[config.mk]
export PLATFORM = sky130hd
export DESIGN_NAME = dot_product_sequencer_flat
export DESIGN_NICKNAME = d
export VERILOG_FILES = /design/src/rtl/dotprod_pkg.sv /design/src/rtl/dot_product_sequencer_if.sv /design/src/rtl/dot_mac_unit.sv /design/src/rtl/dot_product_sequencer.sv /design/src/flat_wrapper.sv
export SDC_FILE = /design/constraint.sdc
export NUM_CORES = 1
export LEC_CHECK = 0
export ABC_AREA = 1
export BUFFER_PORTS_ARGS = -buffer_cell sky130_fd_sc_hd__buf_2
export CAP_MARGIN = 20
export CORE_MARGIN = 1.5
export CORE_UTILIZATION = 30
export CTS_CLUSTER_DIAMETER = 80
export DETAILED_ROUTE_END_ITERATION = 16
export PLACE_DENSITY_LB_ADDON = 0.2
export SETUP_SLACK_MARGIN = 0.1
export SYNTH_ARGS = -nofsm -noshare
export SYNTH_HDL_FRONTEND = slang
export SYNTH_SLANG_ARGS = --single-unit
[constraint.sdc]
create_clock -name clk -period 4.9 [get_ports clk]
set_input_delay 0.245 -clock clk [delete_from_list [all_inputs] [get_ports clk]]
set_output_delay 0.245 -clock clk [all_outputs]
set_load 0.02 [all_outputs]
[src/rtl/dotprod_pkg.sv]
// Shared constants and types for the dot-product sequencer and its MAC datapath.
package dotprod_pkg;

  localparam int DATA_WIDTH_DEF = 8;
  localparam int VEC_LEN_DEF    = 32;
  localparam int ADDR_WIDTH_DEF = 5;

  // Cycles from rd_en to dout at the operand memory read ports.
  localparam int RD_LATENCY = 1;

  // Product width plus one bit per address bit: VEC_LEN full-scale products cannot overflow.
  function automatic int acc_width(input int data_width, input int addr_width);
    return 2 * data_width + addr_width;
  endfunction

  localparam int ACC_WIDTH_DEF = acc_width(DATA_WIDTH_DEF, ADDR_WIDTH_DEF);

  typedef enum logic [1:0] {
    ST_IDLE  = 2'd0,
    ST_ISSUE = 2'd1,
    ST_FLUSH = 2'd2,
    ST_HOLD  = 2'd3
  } state_t;

endpackage

[src/rtl/dot_product_sequencer_if.sv]
// Command, operand-memory read and result handshake bundle of the dot-product sequencer.
interface dot_product_sequencer_if #(
  parameter int DATA_WIDTH = dotprod_pkg::DATA_WIDTH_DEF,
  parameter int ADDR_WIDTH = dotprod_pkg::ADDR_WIDTH_DEF,
  parameter int ACC_WIDTH  = dotprod_pkg::acc_width(DATA_WIDTH, ADDR_WIDTH)
);

  logic                  start;
  logic [ADDR_WIDTH:0]   len;
  logic                  mem_ready;
  logic                  rd_en_a;
  logic [ADDR_WIDTH-1:0] rd_addr_a;
  logic [DATA_WIDTH-1:0] dout_a;
  logic                  rd_en_b;
  logic [ADDR_WIDTH-1:0] rd_addr_b;
  logic [DATA_WIDTH-1:0] dout_b;
  logic                  busy;
  logic                  cfg_err;
  logic [ACC_WIDTH-1:0]  result;
  logic                  result_valid;
  logic                  result_ready;

  // Sequencer side.
  modport slave (
    input  start, len, mem_ready, dout_a, dout_b, result_ready,
    output rd_en_a, rd_addr_a, rd_en_b, rd_addr_b, busy, cfg_err, result, result_valid
  );

  // Controller / memory / consumer side.
  modport master (
    output start, len, mem_ready, dout_a, dout_b, result_ready,
    input  rd_en_a, rd_addr_a, rd_en_b, rd_addr_b, busy, cfg_err, result, result_valid
  );

endinterface

[src/rtl/dot_mac_unit.sv]
// Multiply-accumulate datapath: registered product, accumulator and read/product valid chain.
module dot_mac_unit
  import dotprod_pkg::*;
#(
  parameter int DATA_WIDTH = DATA_WIDTH_DEF,
  parameter int ACC_WIDTH  = ACC_WIDTH_DEF
) (
  input  logic                  clk,
  input  logic                  rst_n,
  input  logic                  clear,       // next accumulate starts a new sum
  input  logic                  data_valid,  // a read is issued this cycle; data returns RD_LATENCY later
  input  logic [DATA_WIDTH-1:0] dout_a,
  input  logic [DATA_WIDTH-1:0] dout_b,
  output logic [ACC_WIDTH-1:0]  acc,
  output logic                  pipe_empty   // nothing left to accumulate after this clock edge
);

  localparam int PROD_W = 2 * DATA_WIDTH;

  // vld_q[RD_LATENCY-1]: read data present; vld_q[RD_LATENCY]: product register valid.
  logic [RD_LATENCY:0]  vld_q, vld_d;
  logic [PROD_W-1:0]    prod_q, prod_d;
  logic [ACC_WIDTH-1:0] acc_q, acc_d;
  logic                 pend_q, pend_d;

  always_comb begin
    // NOTE: every signal gets a default first so no path leaves it unassigned (no latches).
    vld_d  = {vld_q[RD_LATENCY-1:0], data_valid};
    prod_d = prod_q;
    acc_d  = acc_q;
    pend_d = pend_q;
    if (vld_q[RD_LATENCY-1]) begin
      prod_d = PROD_W'(dout_a) * PROD_W'(dout_b);
    end
    // The old sum stays visible until the first product of the new run overwrites it.
    if (vld_q[RD_LATENCY]) begin
      acc_d  = (pend_q ? '0 : acc_q) + ACC_WIDTH'(prod_q);
      pend_d = 1'b0;
    end
    if (clear) begin
      pend_d = 1'b1;
    end
  end

  always_ff @(posedge clk or negedge rst_n) begin
    // NOTE: sequential state uses non-blocking assignments so all flops update together.
    if (!rst_n) begin
      vld_q  <= '0;
      prod_q <= '0;
      acc_q  <= '0;
      pend_q <= 1'b0;
    end else begin
      vld_q  <= vld_d;
      prod_q <= prod_d;
      acc_q  <= acc_d;
      pend_q <= pend_d;
    end
  end

  assign acc        = acc_q;
  assign pipe_empty = !data_valid && (vld_q[RD_LATENCY-1:0] == '0);

endmodule

[src/rtl/dot_product_sequencer.sv]
// Streams matched addresses to operand memories A/B, accumulates the element products
// and returns the dot product through a valid/ready result handshake.
module dot_product_sequencer
  import dotprod_pkg::*;
#(
  parameter int DATA_WIDTH = DATA_WIDTH_DEF,
  parameter int VEC_LEN    = VEC_LEN_DEF,
  parameter int ADDR_WIDTH = ADDR_WIDTH_DEF,
  parameter int ACC_WIDTH  = acc_width(DATA_WIDTH, ADDR_WIDTH)
) (
  input logic                    clk,
  input logic                    rst_n,
  dot_product_sequencer_if.slave bus
);

  localparam logic [ADDR_WIDTH:0]   MAX_LEN = (ADDR_WIDTH + 1)'(VEC_LEN);
  localparam logic [ADDR_WIDTH:0]   LEN_ONE = (ADDR_WIDTH + 1)'(1);
  localparam logic [ADDR_WIDTH-1:0] IDX_ONE = ADDR_WIDTH'(1);

  state_t                state_q, state_d;
  logic [ADDR_WIDTH-1:0] idx_q, idx_d;
  logic [ADDR_WIDTH:0]   len_q, len_d;
  logic                  cfg_err_q, cfg_err_d;

  logic                  len_ok, cmd, accept, last_issue;
  logic                  issue, busy, result_valid;
  logic                  pipe_empty;
  logic [ACC_WIDTH-1:0]  acc;

  assign len_ok     = (bus.len != '0) && (bus.len <= MAX_LEN);
  assign cmd        = (state_q == ST_IDLE) && bus.start && bus.mem_ready;
  assign accept     = cmd && len_ok;
  assign last_issue = ({1'b0, idx_q} + LEN_ONE) == len_q;

  always_ff @(posedge clk or negedge rst_n) begin
    if (!rst_n) begin
      state_q <= ST_IDLE;
    end else begin
      state_q <= state_d;
    end
  end

  always_ff @(posedge clk or negedge rst_n) begin
    if (!rst_n) begin
      idx_q     <= '0;
      len_q     <= '0;
      cfg_err_q <= 1'b0;
    end else begin
      idx_q     <= idx_d;
      len_q     <= len_d;
      cfg_err_q <= cfg_err_d;
    end
  end

  always_comb begin
    state_d   = state_q;
    idx_d     = idx_q;
    len_d     = len_q;
    cfg_err_d = 1'b0;
    case (state_q)
      ST_IDLE: begin
        if (accept) begin
          len_d   = bus.len;
          idx_d   = '0;
          state_d = ST_ISSUE;
        end else if (cmd) begin
          cfg_err_d = 1'b1;
        end
      end
      ST_ISSUE: begin
        if (last_issue) begin
          idx_d   = '0;
          state_d = ST_FLUSH;
        end else begin
          idx_d = idx_q + IDX_ONE;
        end
      end
      // Leaves as the last product is being accumulated, so HOLD sees the final sum.
      ST_FLUSH: if (pipe_empty) state_d = ST_HOLD;
      ST_HOLD:  if (bus.result_ready) state_d = ST_IDLE;
      default:  state_d = ST_IDLE;
    endcase
  end

  always_comb begin
    issue        = (state_q == ST_ISSUE);
    busy         = (state_q != ST_IDLE);
    result_valid = (state_q == ST_HOLD);
  end

  dot_mac_unit #(
    .DATA_WIDTH (DATA_WIDTH),
    .ACC_WIDTH  (ACC_WIDTH)
  ) u_mac (
    .clk        (clk),
    .rst_n      (rst_n),
    .clear      (accept),
    .data_valid (issue),
    .dout_a     (bus.dout_a),
    .dout_b     (bus.dout_b),
    .acc        (acc),
    .pipe_empty (pipe_empty)
  );

  assign bus.rd_en_a      = issue;
  assign bus.rd_en_b      = issue;
  assign bus.rd_addr_a    = idx_q;
  assign bus.rd_addr_b    = idx_q;
  assign bus.busy         = busy;
  assign bus.cfg_err      = cfg_err_q;
  assign bus.result       = acc;
  assign bus.result_valid = result_valid;

endmodule
[src/flat_wrapper.sv]
// flat-port wrapper written by rule: the top's interface ports become plain ports
module dot_product_sequencer_flat import dotprod_pkg::*;
#(
  parameter int DATA_WIDTH = DATA_WIDTH_DEF,
  parameter int VEC_LEN    = VEC_LEN_DEF,
  parameter int ADDR_WIDTH = ADDR_WIDTH_DEF,
  parameter int ACC_WIDTH  = acc_width(DATA_WIDTH, ADDR_WIDTH)
)
  (clk, rst_n, bus_start, bus_len, bus_mem_ready, bus_dout_a, bus_dout_b, bus_result_ready, bus_rd_en_a, bus_rd_addr_a, bus_rd_en_b, bus_rd_addr_b, bus_busy, bus_cfg_err, bus_result, bus_result_valid);
  dot_product_sequencer_if #(.DATA_WIDTH(DATA_WIDTH), .ADDR_WIDTH(ADDR_WIDTH), .ACC_WIDTH(ACC_WIDTH)) bus_i ();
  input logic clk;
  input logic rst_n;
  input wire logic [$bits(bus_i.start)-1:0] bus_start;
  input wire logic [$bits(bus_i.len)-1:0] bus_len;
  input wire logic [$bits(bus_i.mem_ready)-1:0] bus_mem_ready;
  input wire logic [$bits(bus_i.dout_a)-1:0] bus_dout_a;
  input wire logic [$bits(bus_i.dout_b)-1:0] bus_dout_b;
  input wire logic [$bits(bus_i.result_ready)-1:0] bus_result_ready;
  output wire logic [$bits(bus_i.rd_en_a)-1:0] bus_rd_en_a;
  output wire logic [$bits(bus_i.rd_addr_a)-1:0] bus_rd_addr_a;
  output wire logic [$bits(bus_i.rd_en_b)-1:0] bus_rd_en_b;
  output wire logic [$bits(bus_i.rd_addr_b)-1:0] bus_rd_addr_b;
  output wire logic [$bits(bus_i.busy)-1:0] bus_busy;
  output wire logic [$bits(bus_i.cfg_err)-1:0] bus_cfg_err;
  output wire logic [$bits(bus_i.result)-1:0] bus_result;
  output wire logic [$bits(bus_i.result_valid)-1:0] bus_result_valid;
  assign bus_i.start = bus_start;
  assign bus_i.len = bus_len;
  assign bus_i.mem_ready = bus_mem_ready;
  assign bus_i.dout_a = bus_dout_a;
  assign bus_i.dout_b = bus_dout_b;
  assign bus_i.result_ready = bus_result_ready;
  assign bus_rd_en_a = bus_i.rd_en_a;
  assign bus_rd_addr_a = bus_i.rd_addr_a;
  assign bus_rd_en_b = bus_i.rd_en_b;
  assign bus_rd_addr_b = bus_i.rd_addr_b;
  assign bus_busy = bus_i.busy;
  assign bus_cfg_err = bus_i.cfg_err;
  assign bus_result = bus_i.result;
  assign bus_result_valid = bus_i.result_valid;
  dot_product_sequencer #(.DATA_WIDTH(DATA_WIDTH), .VEC_LEN(VEC_LEN), .ADDR_WIDTH(ADDR_WIDTH), .ACC_WIDTH(ACC_WIDTH)) u_core (.clk(clk), .rst_n(rst_n), .bus(bus_i));
endmodule
==> impl_metrics.json, run 1 <==
{
  "worstSetupPathType": "in2reg",
  "yosysWarningCount": 0,
  "detailedRoute.firstIterationViolations": 216,
  "holdBufCountCts": 0,
  "post-route-period-util_pct": 72.72,
  "finalSetupViolations": 0,
  "post-cts-setup-buffer-count": 0,
  "leakage_nw": 3.899,
  "worstHoldPathType": "in2async",
  "final_core_utilization_pct": 34.40,
  "wl_per_cell_um": 11.66,
  "synthFlopType": "dfrtp_1",
  "die_y_um": 142.2,
  "largest_net_degree_at_the_start_of_global_routing": 55,
  "finalCriticalPeriod_ns": 3.564,
  "r2r.worst_path.cells": 14,
  "gpl.final_weighted_congestion": 0.7902,
  "placement.io_buffers": 62,
  "worst_ep_required_time_ns": 5.10,
  "worst_skew_pair.late_latency_ns": 0.31,
  "worst-endpoint-arrival_ns": 3.77,
  "grt_use_total_pct": 14.11,
  "clock-root-buffer": "clkbuf_16",
  "rsz0062_at_grt": "no",
  "post_synth_edffs": 0,
  "power_density_nw_per_um2": 562.2,
  "firstDrtPassIters": 4,
  "grt_first_pass_wirelength_mm": 23.03,
  "design.die.area_um2": 20230,
  "timing.reg2reg.setup_slack_ns": 2.24,
  "number_of_storage_elements_in_the_synthesis_netlist": 54,
  "die_x_um": 142.2,
  "endpoints_failing_hold": 0,
  "antenna_violations_before_repair": 0,
  "vdd_drop_max_mv": 0.1902,
  "grt.overflow.total": 0,
  "rows": 50,
  "postSynthCellCount": 854,
  "layout.cells.most_common_list": "nand2_1 (266), inv_1 (183), buf_2 (62)",
  "post_layout_nonfiller_instances": 1153,
  "number_of_cts_inserted_buffers": 5,
  "postSynth.asyncResetShare_pct": 100.0,
  "tritoncts_num_sinks": 54,
  "via_count": 4971,
  "synthesized_netlist_net_count": 975,
  "finalNetCount": 1013,
  "outcome": "finished clean",
  "drtAntennaViolNets": 0,
  "hpwlAfterDp_mm": 10.85,
  "post_synth.cell_area_avg_um2": 6.810,
  "tritoncts": "built",
  "clock_slew_at_the_register_clock_pins_of_the_worst_setup_and_hold_paths_ns": 0.08,
  "floorplan.core_area_um2": 18830,
  "synthToLayoutAreaGrowth_pct": 11.38,
  "via_count_of_the_first_global_routing_pass": 4805,
  "fin_tns_setup_ns": 0,
  "timing.clock.skew_ns": 0.01225,
  "boundaryPins": 63,
  "layout_commonest_cell": "nand2_1",
  "route.detailed.drc": 0,
  "post_route_cells_drive_above_1_share_pct": 9.742,
  "netlist-cell-type-count": 35,
  "synth_sequential_area_ratio_pct": 23.24,
  "post_cts.resized_instances": 0,
  "largest_fanout_on_the_critical_path": 8,
  "initial_core_util_pct": 30.88,
  "worst_r2r_endpoint": "u_core.u_mac.acc[16]",
  "critical_path.startpoint_type": "input port",
  "crit-reg2reg-launch": "u_core.u_mac.pend_q",
  "worst_slew_pin_slew_ns": 0.7826,
  "timing.max_slew.rel_slack_pct": 47.83,
  "routed_wirelength_mm": 13.45,
  "syn-cell-area_um2": 5816,
  "numPlacedInstances": 1145,
  "clock_tree.htree_level_count": 2,
  "maxSlewViolCount": 0,
  "via_per_inst": 4.311,
  "antenna_cells": 0,
  "timing.critical_path.to_type": "flip-flop",
  "clock_tree.buffer_depth": 2,
  "max_cap_viol_count": 0,
  "maxClockFrequency_mhz": 280.6
}
-- worst max path at each step --
stage	end	from	depth (start not counted)
after CTS	u_core.u_mac.prod_q[15]	bus_dout_a[2]	17
after detailed placement	u_core.u_mac.prod_q[15]	bus_dout_a[2]	17
after global routing	u_core.u_mac.prod_q[13]	bus_dout_b[6]	17
final	u_core.u_mac.prod_q[15]	bus_dout_a[2]	17
after global placement	u_core.u_mac.prod_q[15]	bus_dout_a[2]	17
after floorplan	u_core.u_mac.prod_q[15]	bus_dout_b[6]	17
-- critical path, stage by stage --
cell	delay, ns
buf_2	0.15
nand2_1	0.07
inv_1	0.05
fa_1	0.50
fa_1	0.52
fa_1	0.54
inv_1	0.05
fa_1	0.52
inv_1	0.04
ha_1	0.36
nand2_1	0.10
o21ai_0	0.24
nand2_1	0.11
nand3_1	0.09
nand2_1	0.05
nand3_1	0.06
nand2_1	0.06
-- registers in the layout, summed over array words and instances, names as in the netlist --
register	cells
u_core.u_mac.acc	21
u_core.u_mac.prod_q	16
u_core.len_q	6
u_core.bus.rd_addr_a	5
u_core.state_q	2
u_core.u_mac.vld_q	2
u_core.bus.cfg_err	1
u_core.u_mac.pend_q	1
-- report_power, final --
group / internal, mW / switching [mW]
combinational: 0.856 / 1.53
clock: 0.244 / 0.178
sequential: 0.639 / 0.196
total: 1.74 / 1.90
-- cell usage after synthesis (4+ instances only) --
library cell	n	area [um2]
a21oi_1	29	145.1
buf_4	7	52.55
clkbuf_1	22	82.58
dfrtp_1	54	1351
fa_1	37	740.7
ha_1	57	713.2
inv_1	183	686.9
nand2_1	266	998.5
nand2_2	4	25.02
nand3_1	54	270.3
nand3b_1	10	75.07
nand4_1	7	43.79
nor2_1	58	217.7
o21ai_0	27	135.1
o22ai_1	5	31.28
or2_2	4	25.02
-- per-layer routing --
metal	vias to the layer above	GRT usage, %	part of all wire, %
met5	-	0	0
met4	0	3.039	0.86
met3	6	1.783	2.3
met2	56	24.26	46
met1	2255	18.98	51
li1	2654	-	-
-- cell type report --
cell class,count,area [um2]
inverter,185,695.7
multi-input combinational,582,3607
clock buffer,5,125.1
sequential,54,1351
timing repair buffer,64,325.3
tap,260,325.3
clock inverter,3,47.55
fill,2045,12350
-- cells by family (layout without fill, tap and decap cells) --
family,Yosys count,count (layout),share of synthesized area [%]
xor gates and xnor gates,3,3,0.4519
DFF,54,54,23.24
muxes,1,1,0.1936
adders and majority gates,94,94,25.00
and+or+nand+nor,415,415,30.06
buffers and inverters,218,257,14.74
AOI/OAI and AO/OA,69,69,6.325
-- through the flow --
| stage | cell area, um2 | setup WS, ns | hold slack (ns) | power (mW) |
|---|---|---|---|---|
| 2_1_floorplan | 5816 | 1.160 | -0.05059 | 2.669 |
| 3_3_place_gp | 6305 | 1.020 | 0.4382 | 3.240 |
| 3_5_place_dp | 6305 | 0.9988 | 0.4409 | 3.248 |
| 4_1_cts | 6477 | 1.330 | 0.1142 | 3.691 |
| 5_1_grt | 6477 | 1.050 | 0.1380 | 4.094 |
| 6_report | 6477 | 1.336 | 0.05834 | 3.642 |
No activity file was read; power rests on OpenSTA's default activity.
==> run 2, diff against run 1 <==
ABC_AREA = 0   (was 1)
clock period = 2.95 ns   (was 4.9 ns; I/O delays follow)
==> run 2 against run 1 <==
Against the previous run: the run now ends with negative setup slack left; sequential power rose by 76%; flip-flop and latch count did not move; routed wire length fell by 5.3%; core utilization rose by 5.8 points; critical path depth fell by 1; clock-buffer cell count rose by 2; total power rose by 120%; sequential share of layout area fell by 1.6 points.
==> impl_metrics.json, run 2 <==
{
  "via_count": 4317,
  "post_synth_edffs": 0,
  "die_y_um": 137.3,
  "post_route_cells_drive_above_1_share_pct": 35.43,
  "pre_cts_setup_slack_ns": -1.133,
  "layout.cells.most_common_list": "inv_1 (56), buf_4 (55), dfrtp_1 (53)",
  "finalSetupViolations": 10,
  "tritoncts_num_sinks": 54,
  "timing.max_slew.rel_slack_pct": 41.57,
  "failing_checks": "negative setup slack",
  "largest_fanout_on_the_critical_path": 5,
  "post_synth.cell_area_avg_um2": 9.529,
  "via_per_inst": 4.754,
  "worst_skew_pair.late_latency_ns": 0.29,
  "worst_ep_required_time_ns": 3.13,
  "maxClockFrequency_mhz": 272.9,
  "leakage_nw": 3.352,
  "vdd_drop_max_mv": 0.5386,
  "timing.clock.skew_ns": 0.006361,
  "largest_register_ff_count": 21,
  "numPlacedInstances": 891,
  "synth_top_cells_by_area": "dfrtp_1 (25%), fa_1 (14%), ha_1 (13%)",
  "rsz0062_at_grt": "yes",
  "placement.io_buffers": 62,
  "largest_net_degree_at_the_start_of_global_routing": 37,
  "timing.critical_path.to_type": "flip-flop",
  "netlist.area_leader.share_pct": 24.97,
  "endpoints_failing_hold": 0,
  "met1Wirelength_mm": 5.880,
  "postSynth.asyncResetShare_pct": 100.0,
  "critical_path.startpoint_type": "input port",
  "clock_slew_at_the_register_clock_pins_of_the_worst_setup_and_hold_paths_ns": 0.07,
  "design.die.area_um2": 18860,
  "met3_length_um": 414,
  "grt_use_total_pct": 14.38,
  "floorplan.core_area_um2": 17480,
  "worst-endpoint-arrival_ns": 3.84,
  "wl_per_cell_um": 14.03,
  "clock_tree.htree_level_count": 2,
  "synthesized_netlist_net_count": 689,
  "synth_top_area_cell": "dfrtp_1",
  "gpl.final_weighted_congestion": 0.8439,
  "clock_tree.buffer_depth": 2,
  "clock-root-buffer": "clkbuf_16",
  "boundaryPins": 63,
  "grt_first_pass_wirelength_mm": 21.76,
  "number_of_cts_inserted_buffers": 5,
  "worstSetupPathType": "in2reg",
  "maxSlewViolCount": 0,
  "netlist-cell-type-count": 51,
  "fin_worst_hold_slack_ns": 0.09574,
  "synthFlopType": "dfrtp_1",
  "antenna_violations_before_repair": 0,
  "finalCriticalPeriod_ns": 3.665,
  "routed_wirelength_mm": 12.74,
  "detailedRoute.firstIterationViolations": 134,
  "drtAntennaViolNets": 0,
  "dominant_cell_by_count_in_the_synthesized_netlist": "inv_1",
  "post-route-period-util_pct": 124.2,
  "die_x_um": 137.3,
  "ff_latch_area_um2": 1353,
  "hpwlAfterDp_mm": 10.17,
  "postSynthCellCount": 568,
  "rows": 48,
  "route.top_layer_used": "met4",
  "outcome": "complete, but fails checks",
  "multi_input_area_um2": 4041,
  "final.fill_count": 1729,
  "worst_slew_pin_slew_ns": 0.8764,
  "met2_wirelength_mm": 6.359,
  "post-route-worst-setup-slack_ns": -0.7150,
  "max_cap_viol_count": 0,
  "layout_commonest_cell": "inv_1",
  "worstHoldPathType": "in2reg",
  "tritoncts": "built",
  "number_of_storage_elements_in_the_synthesis_netlist": 54,
  "post-layout-total-power_mw": 8.165,
  "synth_sequential_area_ratio_pct": 24.97,
  "initial_core_util_pct": 30.97,
  "netlist_top_cells_count": "inv_1 (69), ha_1 (57), dfrtp_1 (54)",
  "grt.overflow.total": 0,
  "syn-cell-area_um2": 5413,
  "post_layout_nonfiller_instances": 908,
  "synthToLayoutAreaGrowth_pct": 29.68,
  "antenna_cells": 0,
  "firstDrtPassIters": 4,
  "power_density_nw_per_um2": 1163,
  "finalNetCount": 803,
  "via_count_of_the_first_global_routing_pass": 4626,
  "route.detailed.drc": 0,
  "yosysWarningCount": 0
}
## run 2: layout make-up
| type | instances | area share (%) |
|---|---|---|
| Clock buffer | 7 | 1.889 |
| Sequential cell | 54 | 19.27 |
| Timing Repair Buffer | 126 | 13.14 |
| Inverter | 69 | 3.690 |
| Tap cell | 225 | 4.011 |
| Multi-Input combinational cell | 426 | 57.58 |
| Clock inverter | 1 | 0.4278 |
## run 2: critical path, stage by stage
cell and delay [ns]:
buf_8 0.10, and2_4 0.15, fa_1 0.58, fa_1 0.46, fa_1 0.54, inv_2 0.04, fa_1 0.47, inv_1 0.05
ha_2 0.18, or3_4 0.38, o21ai_4 0.08, a21oi_2 0.06, a21oi_2 0.14, o21ai_1 0.08, xor2_1 0.14, mux2_4 0.25
## run 2: worst paths after layout
kind                                                end  slack (ns)  cells after the start                 from
worst max-delay path            u_core.u_mac.prod_q[13]       -0.72                     16        bus_dout_a[4]
worst min-delay path                    u_core.len_q[0]         0.1                      2           bus_len[0]
worst max register to register     u_core.u_mac.acc[19]        0.20                     10  u_core.u_mac.pend_q
worst min register to register      u_core.u_mac.acc[1]        0.52                      2  u_core.u_mac.acc[1]
max in group asynchronous           u_core.u_mac.pend_q        1.63                      3                rst_n
min in group asynchronous               u_core.len_q[3]        0.51                      2                rst_n
## run 2: where the power goes
group / internal (mW) / switching (mW) / leakage (nW)
combinational: 2.99 / 3.03 / 2.64
sequential: 1.12 / 0.350 / 0.636
clock: 0.402 / 0.268 / 0.0781
## run 2: timing repair
action	CTS	global route
setup buffers	7	3
hold endpoints to repair	19	0
pin swaps	51	24
hold buffers	1	0
resized for setup	73	30
endpoints found under the setup margin	11	18
## run 2: through the flow
stage / instance area, um2 / TNS [ns] / utilization, %
6_report: 7019 / -5.203 / 40.16
5_1_grt: 7019 / -6.260 / 40.16
4_1_cts: 6873 / -5.152 / 39.33
3_5_place_dp: 6426 / -9.561 / 36.77
3_3_place_gp: 6426 / -9.379 / 36.77
2_1_floorplan: 5510 / -5.734 / -
## run 2: cell families (layout without fill, tap and decap cells)
| kind of cell | count (synthesis) | after routing | share of synthesized area [%] |
|---|---|---|---|
| DFF | 54 | 54 | 24.97 |
| xor gates and xnor gates | 33 | 33 | 5.340 |
| muxes | 39 | 39 | 8.044 |
| and+or+nand+nor | 169 | 169 | 16.60 |
| AOI/OAI and AO/OA | 91 | 91 | 11.56 |
| buffers and inverters | 88 | 203 | 6.634 |
| adders and majority gates | 94 | 94 | 26.86 |
## run 2: metal layers
metal | global-route usage [%] | up-vias
met5 | 0 | -
met4 | 2.456 | 0
met3 | 2.539 | 6
met2 | 25.85 | 49
met1 | 18.20 | 2121
li1 | - | 2141
